===== config.mk =====
export PLATFORM = sky130hd
export DESIGN_NAME = mem_load_align
export DESIGN_NICKNAME = d
export VERILOG_FILES = /design/src/rtl/mips_pkg.sv /design/src/rtl/load_lane_merge.sv /design/src/rtl/mem_load_align.sv
export SDC_FILE = /design/constraint.sdc
export NUM_CORES = 1
export LEC_CHECK = 0
export CAP_MARGIN = 20
export CORE_AREA = 8 8 125 127
export DETAILED_ROUTE_END_ITERATION = 16
export DIE_AREA = 0 0 133 135
export PLACE_DENSITY_LB_ADDON = 0.05
export SLEW_MARGIN = 20
export SYNTH_ARGS = -nofsm -noshare
export SYNTH_HDL_FRONTEND = slang
export SYNTH_SLANG_ARGS = --single-unit

===== constraint.sdc =====
create_clock -name clk -period 3.09 [get_ports clk]
set_clock_uncertainty 0.15 [all_clocks]
set_input_delay 0.618 -clock clk [delete_from_list [all_inputs] [get_ports clk]]
set_output_delay 0.618 -clock clk [all_outputs]
set_load 0.03 [all_outputs]

===== src/rtl/mips_pkg.sv =====
// Shared MIPS memory-path definitions: load/store opcodes, load kinds and opcode decode.
// The store-side byte-lane path imports the same constants.
package mips_pkg;

  localparam int DATA_W = 32;
  localparam int REG_W  = 5;

  localparam logic [5:0] OP_LB  = 6'b100000;
  localparam logic [5:0] OP_LH  = 6'b100001;
  localparam logic [5:0] OP_LWL = 6'b100010;
  localparam logic [5:0] OP_LW  = 6'b100011;
  localparam logic [5:0] OP_LBU = 6'b100100;
  localparam logic [5:0] OP_LHU = 6'b100101;
  localparam logic [5:0] OP_LWR = 6'b100110;

  typedef enum logic [2:0] {
    LK_NONE,
    LK_B,
    LK_BU,
    LK_H,
    LK_HU,
    LK_W,
    LK_WL,
    LK_WR
  } load_kind_e;

  function automatic load_kind_e decode_load_kind(input logic [5:0] op);
    case (op)
      OP_LB:   return LK_B;
      OP_LBU:  return LK_BU;
      OP_LH:   return LK_H;
      OP_LHU:  return LK_HU;
      OP_LW:   return LK_W;
      OP_LWL:  return LK_WL;
      OP_LWR:  return LK_WR;
      default: return LK_NONE;
    endcase
  endfunction

endpackage


===== src/rtl/load_lane_merge.sv =====
// Combinational load lane datapath: big-endian byte/half extraction with sign or zero
// extension, LWL/LWR merge with the forwarded rt value, and misalignment detection.
module load_lane_merge
  import mips_pkg::*;
(
  input  load_kind_e         kind,
  input  logic [1:0]         addr_lo,
  input  logic [DATA_W-1:0]  mem_q,
  input  logic [DATA_W-1:0]  rt_old,
  output logic [DATA_W-1:0]  data,
  output logic               adel
);

  logic signed [7:0]  byte_s;
  logic signed [15:0] half_s;

  always_comb begin
    case (addr_lo)
      2'd0:    byte_s = mem_q[31:24];
      2'd1:    byte_s = mem_q[23:16];
      2'd2:    byte_s = mem_q[15:8];
      default: byte_s = mem_q[7:0];
    endcase
    half_s = addr_lo[1] ? mem_q[15:0] : mem_q[31:16];
  end

  // Misaligned loads report adel and deliver zero rather than a partial value.
  always_comb begin
    data = '0;
    adel = 1'b0;
    case (kind)
      LK_B:  data = 32'(byte_s);
      LK_BU: data = {24'd0, byte_s};
      LK_H:  if (addr_lo[0]) adel = 1'b1; else data = 32'(half_s);
      LK_HU: if (addr_lo[0]) adel = 1'b1; else data = {16'd0, half_s};
      LK_W:  if (addr_lo != 2'd0) adel = 1'b1; else data = mem_q;
      LK_WL: begin
        case (addr_lo)
          2'd0:    data = mem_q;
          2'd1:    data = {mem_q[23:0], rt_old[7:0]};
          2'd2:    data = {mem_q[15:0], rt_old[15:0]};
          default: data = {mem_q[7:0],  rt_old[23:0]};
        endcase
      end
      LK_WR: begin
        case (addr_lo)
          2'd0:    data = {rt_old[31:8],  mem_q[31:24]};
          2'd1:    data = {rt_old[31:16], mem_q[31:16]};
          2'd2:    data = {rt_old[31:24], mem_q[31:8]};
          default: data = mem_q;
        endcase
      end
      default: ;
    endcase
  end

endmodule


===== src/rtl/mem_load_align.sv =====
// MEM->WB load alignment pipeline: S1 captures the raw memory word and load context,
// S2 registers the aligned/extended/merged write-back value with its write enable.
module mem_load_align
  import mips_pkg::*;
(
  input  logic              clk,
  input  logic              rst_n,
  input  logic              in_valid,
  input  logic              stall,
  input  logic              flush,
  input  logic [5:0]        opcode,
  input  logic [1:0]        addr_lo,
  input  logic [DATA_W-1:0] mem_q,
  input  logic [DATA_W-1:0] rt_old,
  input  logic [REG_W-1:0]  dst_reg,
  output logic              out_valid,
  output logic              out_we,
  output logic [DATA_W-1:0] out_data,
  output logic [REG_W-1:0]  out_dst,
  output logic              out_adel
);

  logic              vld_p1;
  logic [5:0]        op_p1;
  logic [1:0]        addr_p1;
  logic [DATA_W-1:0] mem_p1;
  logic [DATA_W-1:0] rt_p1;
  logic [REG_W-1:0]  dst_p1;

  logic              vld_p2;
  logic              we_p2;
  logic [DATA_W-1:0] data_p2;
  logic [REG_W-1:0]  dst_p2;
  logic              adel_p2;

  load_kind_e        kind_p1;
  logic [DATA_W-1:0] lane_data;
  logic              lane_adel;
  logic              load_ok;

  // S1: plain capture of the MEM-stage load context
  always_ff @(posedge clk or negedge rst_n) begin
    if (!rst_n) begin
      vld_p1  <= 1'b0;
      op_p1   <= '0;
      addr_p1 <= '0;
      mem_p1  <= '0;
      rt_p1   <= '0;
      dst_p1  <= '0;
    end else if (flush) begin
      vld_p1  <= 1'b0;
      op_p1   <= '0;
      addr_p1 <= '0;
      mem_p1  <= '0;
      rt_p1   <= '0;
      dst_p1  <= '0;
    end else if (!stall) begin
      vld_p1  <= in_valid;
      op_p1   <= opcode;
      addr_p1 <= addr_lo;
      mem_p1  <= mem_q;
      rt_p1   <= rt_old;
      dst_p1  <= dst_reg;
    end
  end

  // S2: decode, lane select/merge, write-enable qualification
  assign kind_p1 = decode_load_kind(op_p1);

  load_lane_merge u_lane_merge (
    .kind    (kind_p1),
    .addr_lo (addr_p1),
    .mem_q   (mem_p1),
    .rt_old  (rt_p1),
    .data    (lane_data),
    .adel    (lane_adel)
  );

  assign load_ok = (kind_p1 != LK_NONE) && !lane_adel;

  always_ff @(posedge clk or negedge rst_n) begin
    if (!rst_n) begin
      vld_p2  <= 1'b0;
      we_p2   <= 1'b0;
      data_p2 <= '0;
      dst_p2  <= '0;
      adel_p2 <= 1'b0;
    end else if (flush) begin
      vld_p2  <= 1'b0;
      we_p2   <= 1'b0;
      data_p2 <= '0;
      dst_p2  <= '0;
      adel_p2 <= 1'b0;
    end else if (!stall) begin
      vld_p2  <= vld_p1;
      we_p2   <= vld_p1 && load_ok && (dst_p1 != '0);
      data_p2 <= vld_p1 ? lane_data : '0;
      dst_p2  <= dst_p1;
      adel_p2 <= vld_p1 && lane_adel;
    end
  end

  assign out_valid = vld_p2;
  assign out_we    = we_p2;
  assign out_data  = data_p2;
  assign out_dst   = dst_p2;
  assign out_adel  = adel_p2;

endmodule


# --- Word-level counts from Yosys, hierarchy flattened ---
# Index checks and enable logic that the tools add are counted.
word_totals:
  output_inout_bits: 40
  ff_bits: 118
  wordCells: 73
  inputBits: 82
op_classes:
  n_eq_ne: 17
  n_reduce_logical: 10
  n_mux: 35
ops:
  columns: ["cell", "count"]
  rows:
  - ["$mux 32", 9]
  - ["$pmux 32 s7", 1]
  - ["$pmux 32 s3", 2]
  - ["$eq 6x6->1 const B", 7]
  - ["$mux 16", 2]
  - ["$pmux 8 s3", 1]
  - ["$pmux 3 s7", 1]
  - ["$mux 5", 4]
  - ["$eq 3x3->1 const B", 4]
  - ["$mux 6", 2]
  - ["$mux 1", 10]
  - ["$eq 3x2->1 const B", 2]
  - ["$reduce_bool 5->1", 1]
  - ["$logic_and 1x1->1", 4]
  - ["$mux 2", 2]
  - ["$eq 3x1->1 const B", 1]
  - ["$reduce_bool 3->1", 1]
  - ["$eq 2x1->1 const B", 1]
  - ["$eq 2x2->1 const B", 1]
  - ["$logic_not 2->1", 1]
  - ["$ne 2x1->1 const B", 1]
  - ["$pmux 1 s2", 1]
  - ["$reduce_bool 2->1", 1]
  - ["$reduce_or 2->1", 1]
  - ["$logic_not 1->1", 1]

# --- Logic depth before layout (Yosys ltp) ---
# Gate-level depths: netlist of the first run.
logic_depth:
  depth_word: 11
  depth_mapped: 9
  ltp_nobuf: 5

# --- Cells and area by module ---
# A second synthesis of the first run with hierarchy kept.
unflattened:
  hier_cells: 599
  hier_area_um2: 6680.2
modules_own_cells:
  columns: ["module", "area_each_um2", "cells_each", "n_inst", "seq_area_each_um2"]
  rows:
  - ["mem_load_align", 4729.5, 362, 1, 2952.8]
  - ["load_lane_merge", 1950.6, 237, 1, 0.0]

# --- Least setup slack after synthesis of the first run ---
# Ideal clock, no wire load.
synth_timing:
  kind: "input-to-reg"
  start: "input flush"
  end: "register data_p2[0], in the netlist out_data[0]"
  setup_ns: 0.087
  path_buffers: 2
  arrival_ns: 1.775
  stages: 7
  required_ns: 2.853
  slack_ns: 1.077
  cell_sequence: "clkbuf_1 -> nor3b_1 -> nand3_1 -> buf_2 -> nor2_1 -> o211ai_1 -> o211ai_1"
synth_via:
  elab_chain_len: 1
  word_cells_on_any_way: 2
  classes_between: "eq/ne: 1; mux: 1"
synth_rtl:
  columns: ["element", "line", "text"]
  rows:
  - ["start: declaration", "mem_load_align.sv:10", "input logic flush,"]
  - ["$ne 2x1->1 (no source line) or $mux 32 (tied branches)", null, null]
  - ["end signal: assignment", "mem_load_align.sv:97", "data_p2 <= vld_p1 ? lane_data : '0;"]
  - ["end: declaration", "mem_load_align.sv:32", "logic [DATA_W-1:0] data_p2;"]
# Several ways; a longest one is shown, not always the timed one.
# A chain may end at the register's enable or synchronous reset.

# --- Worst setup path in the final report of the first run ---
layout_timing:
  start: "register op_p1[3]"
  end: "register data_p2[3], in the netlist out_data[3]"
layout_via:
  elab_chain_len: 7
  word_cells_on_any_way: 19
  classes_between: "eq/ne: 14; mux: 5"
layout_rtl:
  columns: ["element", "line", "text"]
  rows:
  - ["start: declaration", "mem_load_align.sv:24", "logic [5:0] op_p1;"]
  - ["start signal: assignment", "mem_load_align.sv:59", "op_p1 <= opcode;"]
  - ["$eq 6x6->1", "mips_pkg.sv:28", "case (op)"]
  - ["$pmux 3 s7 (*)", "mips_pkg.sv:28", null]
  - ["$eq 3x3->1 (tied with other cells)", "load_lane_merge.sv:31", "case (kind)"]
  - ["$pmux 32 s7 (*)", "load_lane_merge.sv:31", null]
  - ["$mux 32 (*)", "mem_load_align.sv:97", null]
  - ["$mux 32 (*)", "mem_load_align.sv:94", "end else if (!stall) begin"]
  - ["$mux 32 (*)", "mem_load_align.sv:88", "end else if (flush) begin"]
# Mark *: on every way between the ends. The rest lies on a longest branch, timed or not. The select of a mux whose other input is x is not followed.

==> impl_metrics.env, run 1 <==
export IMPL_ys_types=44
export IMPL_hold_violations=0
export IMPL_drtAntennaViolNets=0
export IMPL_post_cts_setup_buffer_count=0
export IMPL_drc=0
export IMPL_post_drt_wl_per_cell_um=21.8
export IMPL_synth_top_cell_area_share=0.440
export IMPL_ys_seq_area_frac=0.440
export IMPL_numCtsBuffers=17
export IMPL_cts_root_buffer="clkbuf_16"
export IMPL_crit_slowest_cell="nor3b_1"
export IMPL_max_freq_mhz=400
export IMPL_crit_type="flip-flop to flip-flop"
export IMPL_crit_path_start_kind="flip-flop"
export IMPL_wl_met2_um=9440
export IMPL_fin_crit_ns=2.50
export IMPL_antenna_found_initial=0
export IMPL_top_layer="met4"
export IMPL_netlist_area_um2=6710
export IMPL_fp_dieH_um=135
export IMPL_outcome="finished clean"
export IMPL_tritoncts="yes"
export IMPL_grt_pass1_vias=5811
export IMPL_synth_main_ff_cell="dfrtp_1"
export IMPL_drt_iter0_drc=535
export IMPL_fp_dieW_um=133
export IMPL_cts_htree_levels=4
export IMPL_synth_edff_count=0
export IMPL_fill_cells=1127
export IMPL_irDropWorstVdd_mv=0.376
export IMPL_drt_pass1_iter_count=6
export IMPL_overflow=0
export IMPL_place_congestion=0.936
export IMPL_tns_ns=0
export IMPL_maxCapViolations=0
export IMPL_end_kind="flip-flop"
export IMPL_setup_worst_path_start="op_p1[3]"
export IMPL_initial_core_util=0.493
export IMPL_finalCritPeriodShare=0.810
export IMPL_holdCritPathClass="flip-flop to flip-flop"
export IMPL_numPortBuffers=121
export IMPL_cp_max_fo=10
export IMPL_synth_seq_cells=118
export IMPL_yosys_area_top_type="dfrtp_1"
export IMPL_io_pins=122
export IMPL_setup_viol=0
export IMPL_grt_max_degree=86
export IMPL_cpPeakStageDelay_ns=0.53
export IMPL_coreArea_um2=13600
export IMPL_drive_gt1_frac=0.127
export IMPL_clockBufferDepth=2
export IMPL_diodes=0
export IMPL_avgSynthCellArea_um2=10.2
export IMPL_synth_nets=741
export IMPL_p_leak_nw=3.68
export IMPL_tightest_slew_ns=0.979
export IMPL_track_usage=0.238
export IMPL_clkLatencyLatePin_ns=0.43
export IMPL_rr_startpoint="op_p1[3]"
export IMPL_vias=5788
export IMPL_nNetsFinal=849
export IMPL_wl_um=20900
export IMPL_clkTransAtPathRegs_ns=0.06
export IMPL_netlist_top_cells_area="dfrtp_1 44%, mux2i_1 16%, nor2_1 6.6%"
export IMPL_power_mw=4.33
export IMPL_areaGrowthSynthToFinish_pct=29.2
export IMPL_wl_met1_um=9320
export IMPL_required_ns=3.28
export IMPL_async_flop_share=1.00
export IMPL_p_per_area_nw_per_um2=499
export IMPL_grt_pass1_wl_um=33500
export IMPL_die_area_um2=18000
export IMPL_cts_sinks=118
export IMPL_syn_inst=659
export IMPL_met3WireLength_um=1550
export IMPL_hp_start="out_data[23]"
export IMPL_yosysWarnings=0
export IMPL_rows=43
export IMPL_final_cell_mix="118 x nor2_1, 118 x clkdlybuf4s50_1, 116 x dfrtp_1"
export IMPL_drv_slew=0
export IMPL_vias_per_cell=6.03
export IMPL_rsz0062_at_grt="no"
export IMPL_max_slew_margin=0.347
export IMPL_dp_hpwl_um=15300
export IMPL_crit_chain="nor3b_1 > nand3_1 > nor2_1 > nand2_1 > o211ai_1"
export IMPL_cts_resized=0
export IMPL_cp_arrival_ns=2.69
==> Yosys cell counts, drive strengths merged, types with 2 or more instances <==
| master | instances |
|---|---|
| nor2 | 119 |
| dfrtp | 118 |
| mux2i | 106 |
| nand2 | 43 |
| a21oi | 38 |
| buf | 31 |
| clkbuf | 26 |
| o21ai | 22 |
| mux4 | 18 |
| o211ai | 16 |
| a22oi | 14 |
| nand3 | 14 |
| a221o | 13 |
| nor2b | 13 |
| a211oi | 12 |
| a22o | 9 |
| nor3 | 9 |
| o22ai | 7 |
| mux2 | 4 |
| nor3b | 3 |
| nor4 | 3 |
| a211o | 2 |
| a31oi | 2 |
| a32oi | 2 |
| and2 | 2 |
| inv | 2 |
| nand2b | 2 |
| or3 | 2 |
==> area by class of cell <==
class                      count  area, um^2  share of cell area
clock buffer                  17         425              0.0491
tap                          180         225              0.0260
sequential                   118        2960               0.341
clock inverter                15         193              0.0222
multi-input combinational    482        3460               0.399
timing repair buffer         146        1400               0.162
inverter                       2        7.51            0.000866
==> kinds of logic (layout without fill, tap and decap cells) <==
logic type | after synthesis | count (layout) | share of synthesized area
multiplexers | 128 | 128 | 0.225
AND/OR/NAND/NOR | 214 | 214 | 0.142
flip-flops | 118 | 118 | 0.440
AO/OA/AOI/OAI | 140 | 140 | 0.149
buffers and inverters | 59 | 180 | 0.0444
==> power breakdown <==
group	switching, mW	internal (mW)
logic	0.271	0.265
registers	0.107	1.61
clock network	0.795	1.29
total	1.17	3.16
==> stage by stage <==
| stage | utilization | setup WS (ns) | cells | cell area (um^2) | hold WS, ns |
|---|---|---|---|---|---|
| floorplan | - | 1.08 | 659 | 6710 | 0.172 |
| finish | 0.637 | 0.587 | 960 | 8670 | 0.334 |
| detailed placement | 0.591 | 0.641 | 927 | 8040 | 0.325 |
| CTS | 0.637 | 0.635 | 960 | 8670 | 0.339 |
| global placement | 0.591 | 0.696 | 927 | 8040 | 0.320 |
| global route | 0.637 | 0.374 | 960 | 8670 | 0.368 |
==> per-layer routing <==
metal,GRT usage,up-vias
li1,-,2620
met1,0.318,2875
met2,0.357,252
met3,0.0553,41
met4,0.110,0
met5,0,-
==> timing repair <==
item / CTS / global route
setup endpoints to repair: 0 / 0
hold buffers: 1 / 0
hold endpoints to repair: 25 / 0
==> flip-flops by register name, summed over array words and instances (netlist names) <==
register,cells
rt_p1,32
op_p1,6
out_adel,1
mem_p1,32
addr_p1,2
vld_p1,1
out_data,32
out_dst,5
out_valid,1
dst_p1,5
out_we,1
==> worst max-delay path, delay by kind of cell (launching register included) <==
kind / cells / cell delay (ns)
compound gates: 1 / 0.28
flops: 1 / 0.40
simple gates: 4 / 1.58
==> final timing paths <==
kind                       depth (start not counted)  slack [ns]            to
setup / recovery                                   5        0.59   out_data[3]
setup reg to reg                                   5        0.59   out_data[3]
min in group asynchronous                          2        0.52      op_p1[2]
max in group asynchronous                          3        1.45    mem_p1[24]
hold / removal                                     2        0.33  out_data[23]
hold reg to reg                                    2        0.33  out_data[23]
No activity file was read; power rests on OpenSTA's default activity.
==> run 2: changes to the inputs <==
Clock period 3.09 ns to 2.4 ns, I/O delays scaled along.
==> run 2 against run 1 <==
Against the previous run:
- wire length increased by 1.6%
- non-clock buffer count grew 4
- sequential power up 29%
- global-route usage increased by 0.15 points
- flip-flop and latch count unchanged
- cell area up 0.39%
- combinational power grew 33%
- final cell count grew 0.31%
==> impl_metrics.env, run 2 (synthesis gave the netlist of run 1 again) <==
export IMPL_regToRegEndpoint="out_data[20]"
export IMPL_layout_setup_ws_ns=0.162
export IMPL_rsz0062_at_grt="no"
export IMPL_post_drt_wl_per_cell_um=22.1
export IMPL_critPathTopFamily="simple AND/OR/NAND/NOR gates"
export IMPL_cp_max_fo=10
export IMPL_crit_path_start_kind="flip-flop"
export IMPL_p_per_area_nw_per_um2=619
export IMPL_p_leak_nw=3.69
export IMPL_clockBufferDepth=2
export IMPL_regToRegSetupSlack_ns=0.16
export IMPL_drv_slew=0
export IMPL_die_area_um2=18000
export IMPL_max_freq_mhz=447
export IMPL_vias=5751
export IMPL_wl_um=21300
export IMPL_use_met2=0.355
export IMPL_gr_max_usage_layer="met2"
export IMPL_power_mw=5.39
export IMPL_fill_cells=1118
export IMPL_seqCellArea_um2=2960
export IMPL_tightest_slew_ns=0.916
export IMPL_multi_input_area_um2=3460
export IMPL_crit_chain="or3b_1 > or3_1 > a211oi_2 > nor3_1 > o21ai_1"
export IMPL_overflow=0
export IMPL_dp_hpwl_um=15100
export IMPL_required_ns=2.59
export IMPL_drive_gt1_frac=0.129
export IMPL_maxCapViolations=0
export IMPL_drt_iter0_drc=719
export IMPL_place_congestion=0.925
export IMPL_timing_critical_path_buf_inv=0
export IMPL_nNetsFinal=853
export IMPL_min_to="out_data[15]"
export IMPL_hold_violations=0
export IMPL_grt_pass1_wl_um=33500
export IMPL_reg2regPathDepth=5
export IMPL_tritoncts="yes"
export IMPL_drt_pass1_iter_count=6
export IMPL_grt_pass1_vias=5764
export IMPL_postPlaceCellArea_um2=8120
export IMPL_setup_viol=0
export IMPL_cpPeakStageDelay_ns=0.63
export IMPL_drtAntennaViolNets=0
export IMPL_cp_arrival_ns=2.43
export IMPL_irDropWorstVdd_mv=0.466
export IMPL_rows=43
export IMPL_fp_dieH_um=135
export IMPL_holdCritPathClass="flip-flop to flip-flop"
export IMPL_io_pins=122
export IMPL_drc=0
export IMPL_crit_type="flip-flop to flip-flop"
export IMPL_cts_resized=0
export IMPL_numCtsBuffers=17
export IMPL_tns_ns=0
export IMPL_vias_per_cell=5.97
export IMPL_outcome="finished clean"
export IMPL_diodes=0
export IMPL_end_kind="flip-flop"
export IMPL_fin_crit_ns=2.24
export IMPL_cts_sinks=118
export IMPL_grtUsageMet3=0.0788
export IMPL_clkTransAtPathRegs_ns=0.06
export IMPL_cts_htree_levels=4
export IMPL_gr_usage_met1=0.318
export IMPL_hold_buffers=1
export IMPL_rr_startpoint="op_p1[3]"
export IMPL_post_cts_setup_buffer_count=0
export IMPL_finalCritPeriodShare=0.932
export IMPL_areaGrowthSynthToFinish_pct=29.7
export IMPL_max_slew_margin=0.389
export IMPL_numPortBuffers=121
export IMPL_track_usage=0.239
export IMPL_coreArea_um2=13600
export IMPL_fp_dieW_um=133
export IMPL_final_cell_mix="118 x nor2_1, 118 x clkdlybuf4s50_1, 116 x dfrtp_1"
export IMPL_clkLatencyLatePin_ns=0.42
export IMPL_antenna_found_initial=0
export IMPL_post_place_ws_ns=0.169
export IMPL_grt_max_degree=87
export IMPL_cts_root_buffer="clkbuf_16"
export IMPL_hp_start="out_data[15]"
export IMPL_crit_slowest_cell="or3_1"
export IMPL_fin_area_um2=8710
export IMPL_hold_path_cell_count=2
export IMPL_initial_core_util=0.493
-- run 2: cell count changes in the layout (fill, tap and decap cells not counted), moves of 2 or more --
cell / delta
inv_6: -4
clkinvlp_4: +2
buf_12: +4
clkinv_4: -2
clkinv_2: +3
-- run 2: power by group --
group / internal [mW] / switching (mW) / leakage [nW] / total (mW)
Clock: 1.54 / 0.934 / 0.263 / 2.48
Combinational: 0.351 / 0.362 / 1.83 / 0.713
Sequential: 2.07 / 0.129 / 1.59 / 2.20
-- run 2: cell type report --
class                   instances  area share
clock inverters                12      0.0148
well taps                     180      0.0259
flip-flops and latches        118       0.339
clock buffers                  19      0.0509
multi-input cells             482       0.398
inverters                       2    0.000862
repair buffers                150       0.170
-- run 2: worst max-delay path by stage --
stage,from,end,depth (start not counted),slack (ns)
2_1_floorplan,addr_p1[1],out_data[10],7,0.47
3_3_place_gp,op_p1[3],out_data[22],5,0.21
3_5_place_dp,op_p1[3],out_data[23],5,0.17
4_1_cts,op_p1[3],out_data[23],5,0.16
5_1_grt,op_p1[3],out_data[22],5,0.05
6_report,op_p1[3],out_data[20],5,0.16
-- run 2: worst register-to-register path, delay by kind of cell, from the launching register on --
kind	cells	cell delay [ns]
simple gates	3	1.25
flops	1	0.40
compound gates	2	0.37
-- run 2: stage by stage --
step / instances / hold slack [ns] / util
2_1_floorplan: 659 / 0.0344 / -
3_3_place_gp: 931 / 0.321 / 0.597
3_5_place_dp: 931 / 0.330 / 0.597
4_1_cts: 963 / 0.342 / 0.640
5_1_grt: 963 / 0.369 / 0.640
6_report: 963 / 0.333 / 0.640
-- run 2: routing by layer --
| layer | part of all wire | vias to the layer above |
|---|---|---|
| met1 | 0.45 | 2853 |
| met3 | 0.081 | 27 |
| met5 | 0 | - |
| met2 | 0.45 | 239 |
| met4 | 0.020 | 0 |
| li1 | - | 2632 |
